File: config.mk
export PLATFORM = sky130hd
export DESIGN_NAME = arashi_mem_wr
export DESIGN_NICKNAME = d
export VERILOG_FILES = /design/src/rtl/arashi_mem_wr.sv
export SDC_FILE = /design/constraint.sdc
export NUM_CORES = 1
export LEC_CHECK = 0
export CORE_AREA = 2 2 247 249
export CTS_CLUSTER_SIZE = 40
export DETAILED_ROUTE_END_ITERATION = 10
export DIE_AREA = 0 0 249 251
export DONT_BUFFER_PORTS = 1
export GPL_TIMING_DRIVEN = 0
export PLACE_DENSITY = 0.52
export SYNTH_ARGS = -nofsm -noshare
export SYNTH_HDL_FRONTEND = slang
export SYNTH_SLANG_ARGS = --single-unit
File: constraint.sdc
create_clock -name clk -period 16.2 [get_ports clk]
set_input_delay 0.81 -clock clk [delete_from_list [all_inputs] [get_ports clk]]
set_output_delay 0.81 -clock clk [all_outputs]
set_load 0.05 [all_outputs]
File: src/rtl/arashi_mem_wr.sv
// Write-back path: round-robin arbiter over per-thread write requests
// into a circular FIFO, drained to the cache through a valid/ready port.
`timescale 1ns/1ps
module arashi_mem_wr #(
  parameter int  DATA_WIDTH       = 32,
  parameter int  THREAD_NUM_WIDTH = 2,
  parameter int  MEM_WIDTH        = 4,
  localparam int THREAD_NUM       = 1 << THREAD_NUM_WIDTH
) (
  input  logic                             clk,
  input  logic                             rstn,
  input  logic [THREAD_NUM-1:0]            w_ena,
  input  logic [DATA_WIDTH*THREAD_NUM-1:0] data_in,
  output logic [THREAD_NUM-1:0]            w_ready,
  output logic [DATA_WIDTH-1:0]            mem2cache,
  output logic [THREAD_NUM_WIDTH-1:0]      mem2cache_tid,
  output logic                             mem2cache_vld,
  input  logic                             cache_ready,
  output logic [MEM_WIDTH-1:0]             backlog,
  output logic                             mem_full
);

  localparam int DEPTH = 1 << MEM_WIDTH;
  localparam logic [MEM_WIDTH-1:0] NO_MORE = '1;

  logic [DATA_WIDTH-1:0]       r_mem_data [DEPTH];
  logic [THREAD_NUM_WIDTH-1:0] r_mem_tid  [DEPTH];

  logic [MEM_WIDTH-1:0]        r_wptr;
  logic [MEM_WIDTH-1:0]        r_rptr;
  logic [THREAD_NUM_WIDTH-1:0] r_last;
  logic [THREAD_NUM-1:0]       r_w_ready;
  logic [DATA_WIDTH-1:0]       r_out_data;
  logic [THREAD_NUM_WIDTH-1:0] r_out_tid;
  logic                        r_out_vld;

  logic [THREAD_NUM-1:0]       w_elig;
  logic [THREAD_NUM_WIDTH-1:0] w_idx;
  logic [THREAD_NUM_WIDTH-1:0] w_gnt_id;
  logic                        w_gnt_vld;
  logic                        w_load;
  logic [MEM_WIDTH-1:0]        w_backlog;
  logic                        w_full;

  assign w_backlog = r_wptr - r_rptr;
  assign w_full    = (w_backlog == NO_MORE);

  // The thread granted last edge still holds its request this cycle; mask it.
  assign w_elig = w_ena & ~r_w_ready;

  always_comb begin
    w_gnt_vld = 1'b0;
    w_gnt_id  = '0;
    w_idx     = '0;
    for (int k = 1; k <= THREAD_NUM; k++) begin
      w_idx = r_last + THREAD_NUM_WIDTH'(k);
      if (!w_gnt_vld && w_elig[w_idx]) begin
        w_gnt_vld = 1'b1;
        w_gnt_id  = w_idx;
      end
    end
    if (w_full) w_gnt_vld = 1'b0;
  end

  assign w_load = (!r_out_vld || cache_ready) && (w_backlog != '0);

  always_ff @(posedge clk) begin
    if (w_gnt_vld) begin
      r_mem_data[r_wptr] <= data_in[w_gnt_id*DATA_WIDTH +: DATA_WIDTH];
      r_mem_tid[r_wptr]  <= w_gnt_id;
    end
  end

  always_ff @(posedge clk or negedge rstn) begin
    if (!rstn) begin
      r_wptr    <= '0;
      r_last    <= THREAD_NUM_WIDTH'(THREAD_NUM - 1);
      r_w_ready <= '0;
    end else if (w_gnt_vld) begin
      r_wptr    <= r_wptr + 1'b1;
      r_last    <= w_gnt_id;
      r_w_ready <= THREAD_NUM'(1) << w_gnt_id;
    end else begin
      r_w_ready <= '0;
    end
  end

  always_ff @(posedge clk or negedge rstn) begin
    if (!rstn) begin
      r_rptr     <= '0;
      r_out_data <= '0;
      r_out_tid  <= '0;
      r_out_vld  <= 1'b0;
    end else if (w_load) begin
      r_out_data <= r_mem_data[r_rptr];
      r_out_tid  <= r_mem_tid[r_rptr];
      r_rptr     <= r_rptr + 1'b1;
      r_out_vld  <= 1'b1;
    end else if (r_out_vld && cache_ready) begin
      r_out_vld  <= 1'b0;
    end
  end

  assign w_ready       = r_w_ready;
  assign mem2cache     = r_out_data;
  assign mem2cache_tid = r_out_tid;
  assign mem2cache_vld = r_out_vld;
  assign backlog       = w_backlog;
  assign mem_full      = w_full;

endmodule

After elaboration in Yosys (flattened, before gate mapping):

Memories as Yosys holds them, arrays and structs flattened. A register that Yosys moved wholly into a read port is not among the register bits.
Index checks and enable logic that the tools add are counted.

* bitwise operators: 2
* eq/ne operators: 1
* mux-type cells: 22
* add/sub/neg operators: 6
* reduce and logical (&&, ||, !) cells: 14
* shift operators: 2
* magnitude comparators: 4

Operators by type and width (number)
* 128-bit by 8-bit indexed part select with 32-bit output: 1
* 1-bit two-way mux: 13
* 2-bit by 3-bit < comparator with 1-bit output (second input constant): 4
* 4-bit by 1-bit adder with 4-bit output (second input constant): 2
* 1-bit binary-select mux with 2-bit select: 4
* 2-bit two-way mux: 4
* 1-bit logical NOT: 6
* 1-bit logical AND: 5
* 2-bit adder (second input constant): 2
* 4-bit AND: 1
* 4-bit == test (second input constant): 1
* 4-bit two-way mux: 1
* 4-bit NOT: 1
* 4-bit nonzero test: 1
* 1-bit by 2-bit left shift with 4-bit output (first input constant): 1
* 4-bit subtractor: 1
* 2-bit by 1-bit adder with 2-bit output (second input constant): 1
* 2-bit nonzero test: 1
* 1-bit logical OR: 1

* RAM bits: 544
* bits in registers: 15
* input port bits: 135
* output and inout port bits: 44
* memories kept: 2

Memory list
* r_mem_data: words 16, width 32, read ports 1, clocked after memory_dff 1, wr ports 1, line 26 `logic [DATA_WIDTH-1:0] r_mem_data [DEPTH];`
* r_mem_tid: words 16, width 2, read ports 1, clocked after memory_dff 1, wr ports 1, line 27 `logic [THREAD_NUM_WIDTH-1:0] r_mem_tid [DEPTH];`

Logic depth before layout (Yosys ltp):

Gate-level depths: netlist of run 1.

* word-level depth: 17
* mapped depth: 11
* gate-level depth less buffers: 8

Least setup slack after synthesis of run 1:

OpenSTA, ideal clock, no wires.

* kind: flip-flop to flip-flop
* from: reg r_rptr[2]
* to: mem r_mem_data[3][0], enable pin
* required time: 15.690 ns
* setup slack: 10.186 ns
* path buffers: 2
* setup time: 0.510 ns
* cell stages (with the launch flop): 9
* arrival time: 5.504 ns
* cells stage by stage: dfrtp_1 -> buf_2 -> buf_1 -> inv_1 -> ha_1 -> xnor2_1 -> nand3_1 -> a21oi_2 -> nor4_1

* cells in the longest elaborated chain, start to end: 5

RTL lines
* from (decl): line 30 `logic [MEM_WIDTH-1:0] r_rptr;`
* from (signal assigned): line 97 `r_rptr <= r_rptr + 1'b1;`
* 4-bit subtractor: line 45 `assign w_backlog = r_wptr - r_rptr;`
* named net backlog[2]: line 19 `output logic [MEM_WIDTH-1:0] backlog,`
* 4-bit == test: line 46 `assign w_full = (w_backlog == NO_MORE);`
* named net mem_full: line 20 `output logic mem_full`
* 1-bit two-way mux: line 62 `if (w_full) w_gnt_vld = 1'b0;`
* 1-bit two-way mux: line 68 `if (w_gnt_vld) begin`
* 1-bit two-way mux (implied by the code): line 69 `r_mem_data[r_wptr] <= data_in[w_gnt_id*DATA_WIDTH +: DATA_WIDTH];`
* to (decl): line 26

The timed path passes the listed nets, and every way through them passes these cells.

Final worst setup path of run 1:

* from: reg r_rptr[2]
* to: mem r_mem_data[3][22], enable pin

Same word-level chain as after synthesis.

==> qor.yml, run 1 <==
ctsResizeCount: 0
cp_slowest_cell: "a21oi_2"
power.leakage_nw: 9.21
seq_area_frac_synth_pct: 74.2
busiest_layer: "met2"
yosys.area_share.simple_pct: 1.50
cts_root_buf: "clkbuf_16"
placed_area_um2: 25000
ioPinCount: 179
setup_violations: 0
post_cts_buffers: 0
crit_path_frequent_cell: "buf_4"
avgSynthCellArea_um2: 20.9
drive_gt1_share_pct: 26.0
synth_top_family_by_area: "multiplexers"
p_clk_share_pct: 23.5
synth_compound_area_share_pct: 4.38
finClkSkew_ns: 0.0232
use_met3_pct: 4.00
hold_path_class: "in2async"
crit_path_end_kind: "flop"
postCtsHoldBufs: 1
arrival_ns: 5.36
finalHoldViolations: 0
final_common_cell: "edfxtp_1"
grt_max_degree: 48
slowest_delay_ns: 0.73
dp_hpwl_mm: 38.7
grt_usage_pct: 19.9
fin_cells: 2058
core_area_um2: 59800
seqPwrFrac_pct: 41.2
via_count: 11700
drcViolationCount: 0
rsz0062_at_grt: "false"
switching_share_pct: 36.1
nets: 1370
irDropWorstVdd_mv: 0.0981
via_per_inst: 5.69
critPathBufInv: 10
synth_area_um2: 23700
antenna_cells: 0
path_delay_family: "buffers and inverters"
clk_pin_slew_worst_paths_ns: 0.06
critical_path_class: "reg2reg"
required_ns: 16.54
switching_power_mw: 2.27
die_height_um: 251
die_w_um: 249
insertion_delay_ns: 0.60
setup-tns-final_ns: 0
netlist_instances: 1131
synthMuxAreaShare_pct: 17.2
relSlewSlack_pct: 13.5
fmax_mhz: 199
dieArea_um2: 62500
most-common-layout-cells: "edfxtp_1, mux4_2, mux2i_1"
synthAdderAreaFrac_pct: 0.507
fin_crit_ns: 5.02
p_int_mw: 4.01
comb_power_share_pct: 35.3
worst_pin_slew_ns: 1.26
synth_nets: 1275
drt_iter0_drc: 960
start_util_pct: 39.6
drv_slew: 0
fin_area_um2: 27300
grtUsageMet1_pct: 26.7
met2_usage_pct: 32.8
crit_path_start_kind: "flop"
port_buffers: 0
p_per_area_nw_per_um2: 230
ys.warnings.count: 0
gr-total-overflow: 0
grt_pass1_wl_mm: 87.4
cts_max_path_buffers: 3
ctsHtreeMaxLevel: 3
grt_pass1_vias: 12200
antenna_found_initial: 2
post-place-ws_ns: 10.55
area_delta_synth_final_pct: 15.1
power_mw: 6.28
finalWeightedCongestion: 0.721
nFillCells: 5022
finalWorstSetupSlack_ns: 11.18
synth_xor_area_share_pct: 0.296
route.detailed.wl_per_inst_um: 29.9
fp-row-count: 90
status: "finished clean"
clock-sinks: 593
ys_seq_elements: 593
place_inst: 1935
min_period_over_period_pct: 31.0
cts_tree: "built"
cts_buffers: 66
route.final.wire_length_mm: 61.5
crit_path_cell_trace: "buf_2 -> buf_1 -> inv_1 -> ha_1 -> xnor2_1 -> buf_4 -> clkbuf_1 -> nand3_1 -> a21oi_2 -> nor4_2 -> buf_4 -> buf_4 -> buf_4 -> buf_4 -> buf_4"
worst-path-max-fanout: 10
drt_pass1_iterations: 4
yosysUniqueCellTypes: 47
drtAntennaViolNets: 0
cap_viol_max_count: 0
[worst register-to-register path, delay by kind of cell, from the launching register on]
family / cells / cell delay [ns]
buffers and inverters: 10 / 2.57
AO/OA/AOI/OAI: 1 / 0.73
flip-flops: 1 / 0.43
adder cells (fa/ha/maj): 1 / 0.38
AND/OR/NAND/NOR: 2 / 0.33
XOR/XNOR: 1 / 0.32
[final cells by class]
| class | count | area [µm²] | area share, % |
|---|---|---|---|
| buffer | 66 | 422 | 1.55 |
| tap | 782 | 978 | 3.59 |
| clock buffer | 90 | 1860 | 6.81 |
| sequential | 593 | 17600 | 64.4 |
| multi-input combinational | 461 | 5710 | 21.0 |
| clock inverter | 28 | 268 | 0.982 |
| inverter | 11 | 41.3 | 0.151 |
| timing repair buffer | 27 | 414 | 1.52 |
[sequential cells by signal, indices dropped and copies added (netlist names)]
signal / count
r_mem_tid: 32
r_rptr: 4
mem2cache_tid: 2
mem2cache: 32
w_ready: 4
mem2cache_vld: 1
r_mem_data: 512
r_wptr: 4
r_last: 2
[power by group through the flow]
stage	clock network [mW]	logic (mW)	registers, mW
after floorplan	0	1.44	2.58
after global routing	1.56	2.39	2.62
final	1.48	2.22	2.58
after detailed placement	0	2.23	2.62
after CTS	1.51	2.24	2.59
after global placement	0	2.14	2.63
[synthesized netlist by cell type (all sizes together)]
cell | instances | area (µm²)
edfxtp | 544 | 16300
mux4 | 136 | 3060
mux2i | 96 | 961
a22oi | 68 | 510
dfrtp | 47 | 1180
buf | 44 | 339
a21oi | 36 | 188
a21o | 35 | 263
clkbuf | 22 | 82.6
and3 | 14 | 87.6
inv | 11 | 41.3
nor2 | 10 | 47.6
ha | 8 | 100
and2 | 6 | 37.5
nand2 | 5 | 18.8
nor2b | 5 | 31.3
nor3 | 5 | 25.0
xnor2 | 5 | 43.8
nand2b | 4 | 25.0
o21ai | 4 | 20.0
mux2 | 3 | 41.3
nand3 | 3 | 15.0
xor2 | 3 | 26.3
dfstp | 2 | 52.6
a221o | 1 | 10.0
a311oi | 1 | 8.76
a32o | 1 | 10.0
and3b | 1 | 8.76
fa | 1 | 20.0
nand3b | 1 | 7.51
nand4 | 1 | 6.26
nand4b | 1 | 8.76
nor4 | 1 | 6.26
nor4b | 1 | 8.76
nor4bb | 1 | 10.0
o2111ai | 1 | 8.76
o2bb2ai | 1 | 8.76
o41ai | 1 | 8.76
or3 | 1 | 11.3
[kinds of logic after synthesis]
| family | Yosys count |
|---|---|
| muxes | 235 |
| adders and majority gates | 9 |
| AOI/OAI and AO/OA | 149 |
| DFF | 593 |
| xor gates and xnor gates | 8 |
| and+or+nand+nor | 60 |
| buffers and inverters | 77 |
[layer usage]
layer,share of wire (%),up-vias
met2,48,416
li1,-,4929
met1,43,6259
met4,2.4,2
met5,0.020,-
met3,6.5,94
[path summary, 6_finish.rpt]
check                                  from                end  slack, ns  depth (start not counted)
worst max register to register    r_rptr[2]  r_mem_data[3][22]      11.18                         15
worst max-delay path              r_rptr[2]  r_mem_data[3][22]      11.18                         15
max in group asynchronous              rstn      mem2cache[27]      15.80                          1
worst min-delay path                   rstn          r_last[0]       0.08                          0
worst min register to register    r_last[1]          r_last[1]       0.57                          2
min in group clk                cache_ready      mem2cache_vld       0.48                          2
[metrics by stage]
step / hold WS (ns) / util (%)
2_1_floorplan: 0.507 / -
4_1_cts: 0.0421 / 45.5
3_3_place_gp: 0.516 / 41.2
6_report: 0.0802 / 45.6
5_1_grt: 0.0546 / 45.6
3_5_place_dp: 0.516 / 41.9
(Power assumes the default switching activity.)
==> run 2: changes to the inputs <==
==> constraint.sdc (replaced) <==
create_clock -name clk -period 4.7 [get_ports clk]
set_input_delay 0.235 -clock clk [delete_from_list [all_inputs] [get_ports clk]]
set_output_delay 0.235 -clock clk [all_outputs]
set_load 0.05 [all_outputs]
==> run 2 against run 1 <==
Net effect:
- non-clock buffer count shrank 6
- via count shrank 0.97%
- first-iteration DRC count grew 0.10%
- critical path depth shrank 5
- register-to-register slack lost 11 ns
- die area is the same
==> qor.yml, run 2 (synthesized netlist as in run 1, its figures left out) <==
crit_path_end_kind: "flop"  # unchanged
insertion_delay_ns: 0.62  # was 0.60 ns
arrival_ns: 4.70  # was 5.36 ns
start_util_pct: 39.6  # unchanged
fmax_mhz: 230  # was 199 MHz
worst-path-max-fanout: 19  # was 10
required_ns: 5.06  # was 16.54 ns
fp-row-count: 90  # unchanged
largest_reg_flops: 512  # unchanged
finalWorstSetupSlack_ns: 0.360  # was 11.18 ns
irDropWorstVdd_mv: 0.339  # was 0.0981 mV
port_buffers: 0  # unchanged
die_height_um: 251  # unchanged
nets: 1358  # was 1,370
gr-total-overflow: 0  # unchanged
relSlewSlack_pct: 13.8  # was 13.5%
multi_input_area_um2: 5720  # was 5710 µm²
dieArea_um2: 62500  # unchanged
route.detailed.wl_per_inst_um: 29.2  # was 29.9 µm
core_area_um2: 59800  # unchanged
cts_max_path_buffers: 3  # unchanged
p_clk_share_pct: 22.9  # was 23.5%
drt_pass1_iterations: 5  # was 4
ioPinCount: 179  # unchanged
drive_gt1_share_pct: 25.2  # was 26.0%
switching_power_mw: 7.64  # was 2.27 mW
min_period_over_period_pct: 92.3  # was 31.0%
critical_path_class: "reg2reg"  # unchanged
hold_path_class: "in2reg"  # was in2async
ctsHtreeMaxLevel: 2  # was 3
area_delta_synth_final_pct: 14.8  # was 15.1%
most-common-layout-cells: "edfxtp_1, mux4_2, mux2i_1"  # unchanged
finalHoldViolations: 0  # unchanged
via_per_inst: 5.66  # was 5.69
cts_tree: "built"  # unchanged
post-place-ws_ns: -0.749  # was 10.55 ns
nFillCells: 5078  # was 5,022
antenna_cells: 0  # unchanged
dp_hpwl_mm: 37.7  # was 38.7 mm
via_count: 11600  # was 11,700
post_cts_buffers: 0  # unchanged
cts_buffers: 60  # was 66
finalWeightedCongestion: 0.735  # was 0.721
grt_pass1_wl_mm: 85.6  # was 87.4 mm
grt_usage_pct: 19.2  # was 19.9%
power_mw: 21.3  # was 6.28 mW
route.final.wire_length_mm: 59.7  # was 61.5 mm
status: "finished clean"  # unchanged
fin_crit_ns: 4.34  # was 5.02 ns
clock-sinks: 593  # unchanged
drcViolationCount: 0  # unchanged
crit_path_start_kind: "flop"  # unchanged
switching_share_pct: 35.9  # was 36.1%
final_common_cell: "edfxtp_1"  # unchanged
rsz0062_at_grt: "false"  # unchanged
die_w_um: 249  # unchanged
drv_slew: 0  # unchanged
comb_power_share_pct: 35.2  # was 35.3%
drtAntennaViolNets: 0  # unchanged
cts_root_buf: "clkbuf_16"  # unchanged
regMostFlops: "r_mem_data"  # unchanged
p_per_area_nw_per_um2: 783  # was 230 nW/µm²
cap_viol_max_count: 0  # unchanged
worst_pin_slew_ns: 1.26  # about the same
setup_violations: 0  # unchanged
grt_pass1_vias: 12100  # was 12,200
power.leakage_nw: 9.16  # was 9.21 nW
clk_pin_slew_worst_paths_ns: 0.06  # about the same
p_int_mw: 13.6  # was 4.01 mW
drt_iter0_drc: 961  # was 960
antenna_found_initial: 0  # was 2
finClkSkew_ns: 0.0106  # was 0.0232 ns
grt_max_degree: 50  # was 48
final-seq-area_um2: 17600  # unchanged
seqPwrFrac_pct: 41.9  # was 41.2%
[run 2: what timing repair did]
action	4_1_cts	5_1_grt
hold endpoints to repair	51	0
setup endpoints to repair	540	0
resized for setup	2	0
hold buffers	3	0
[run 2: metal layers]
metal / up-vias / GRT usage (%) / routed length [µm]
met4: 0 / 7.19 / 2130
met1: 6274 / 25.7 / 25400
met2: 308 / 32.4 / 29700
met3: 90 / 2.44 / 2420
li1: 4915 / - / -
met5: - / 0 / 0
[run 2: path summary, 6_finish.rpt]
| check | from | end | slack [ns] | depth (start not counted) |
|---|---|---|---|---|
| max in group asynchronous | rstn | r_last[0] | 4.15 | 2 |
| min in group asynchronous | rstn | mem2cache[31] | 0.20 | 2 |
| worst max-delay path | r_rptr[2] | r_mem_data[1][26] | 0.36 | 10 |
| worst min-delay path | w_ena[2] | r_last[1] | 0.09 | 4 |
| worst min register to register | r_last[1] | r_last[1] | 0.54 | 2 |
| worst max register to register | r_rptr[2] | r_mem_data[1][26] | 0.36 | 10 |
[run 2: final cells by class]
class                      instances  area share [%]
buffer                            65            1.54
clock buffer                      81            6.19
clock inverter                    32            1.28
inverter                          11           0.152
multi-input combinational        461            21.1
sequential                       593            64.7
tap                              782            3.60
timing repair buffer              22            1.52
[run 2: power by group through the flow]
| stage | combinational (mW) | clock (mW) | sequential, mW |
|---|---|---|---|
| floorplan | 4.95 | 0 | 8.89 |
| global placement | 7.24 | 0 | 9.06 |
| detailed placement | 7.58 | 0 | 9.04 |
| CTS | 7.64 | 4.97 | 8.94 |
| global route | 8.08 | 5.18 | 9.02 |
| finish | 7.49 | 4.87 | 8.92 |
[run 2: through the flow]
step,hold WS [ns],utilization (%),TNS [ns],instance area (µm²),cells
6_report,0.0873,45.4,0,27200,2047
2_1_floorplan,-0.0606,-,0,23700,1131
4_1_cts,0.0466,45.4,0,27100,2047
3_3_place_gp,-0.0578,41.2,-741.64,24700,1913
3_5_place_dp,-0.0564,41.9,-286.49,25100,1932
5_1_grt,0.124,45.4,0,27200,2047
[run 2: worst max-delay path, stage by stage, from the launching register on]
cell,delay [ns]
dfrtp_1,0.35
buf_2,0.57
inv_1,0.19
ha_1,0.38
xnor2_2,0.67
nand3_1,0.26
a21oi_4,0.52
nor2_2,0.22
buf_6,0.19
and3_2,0.42
buf_12,0.26
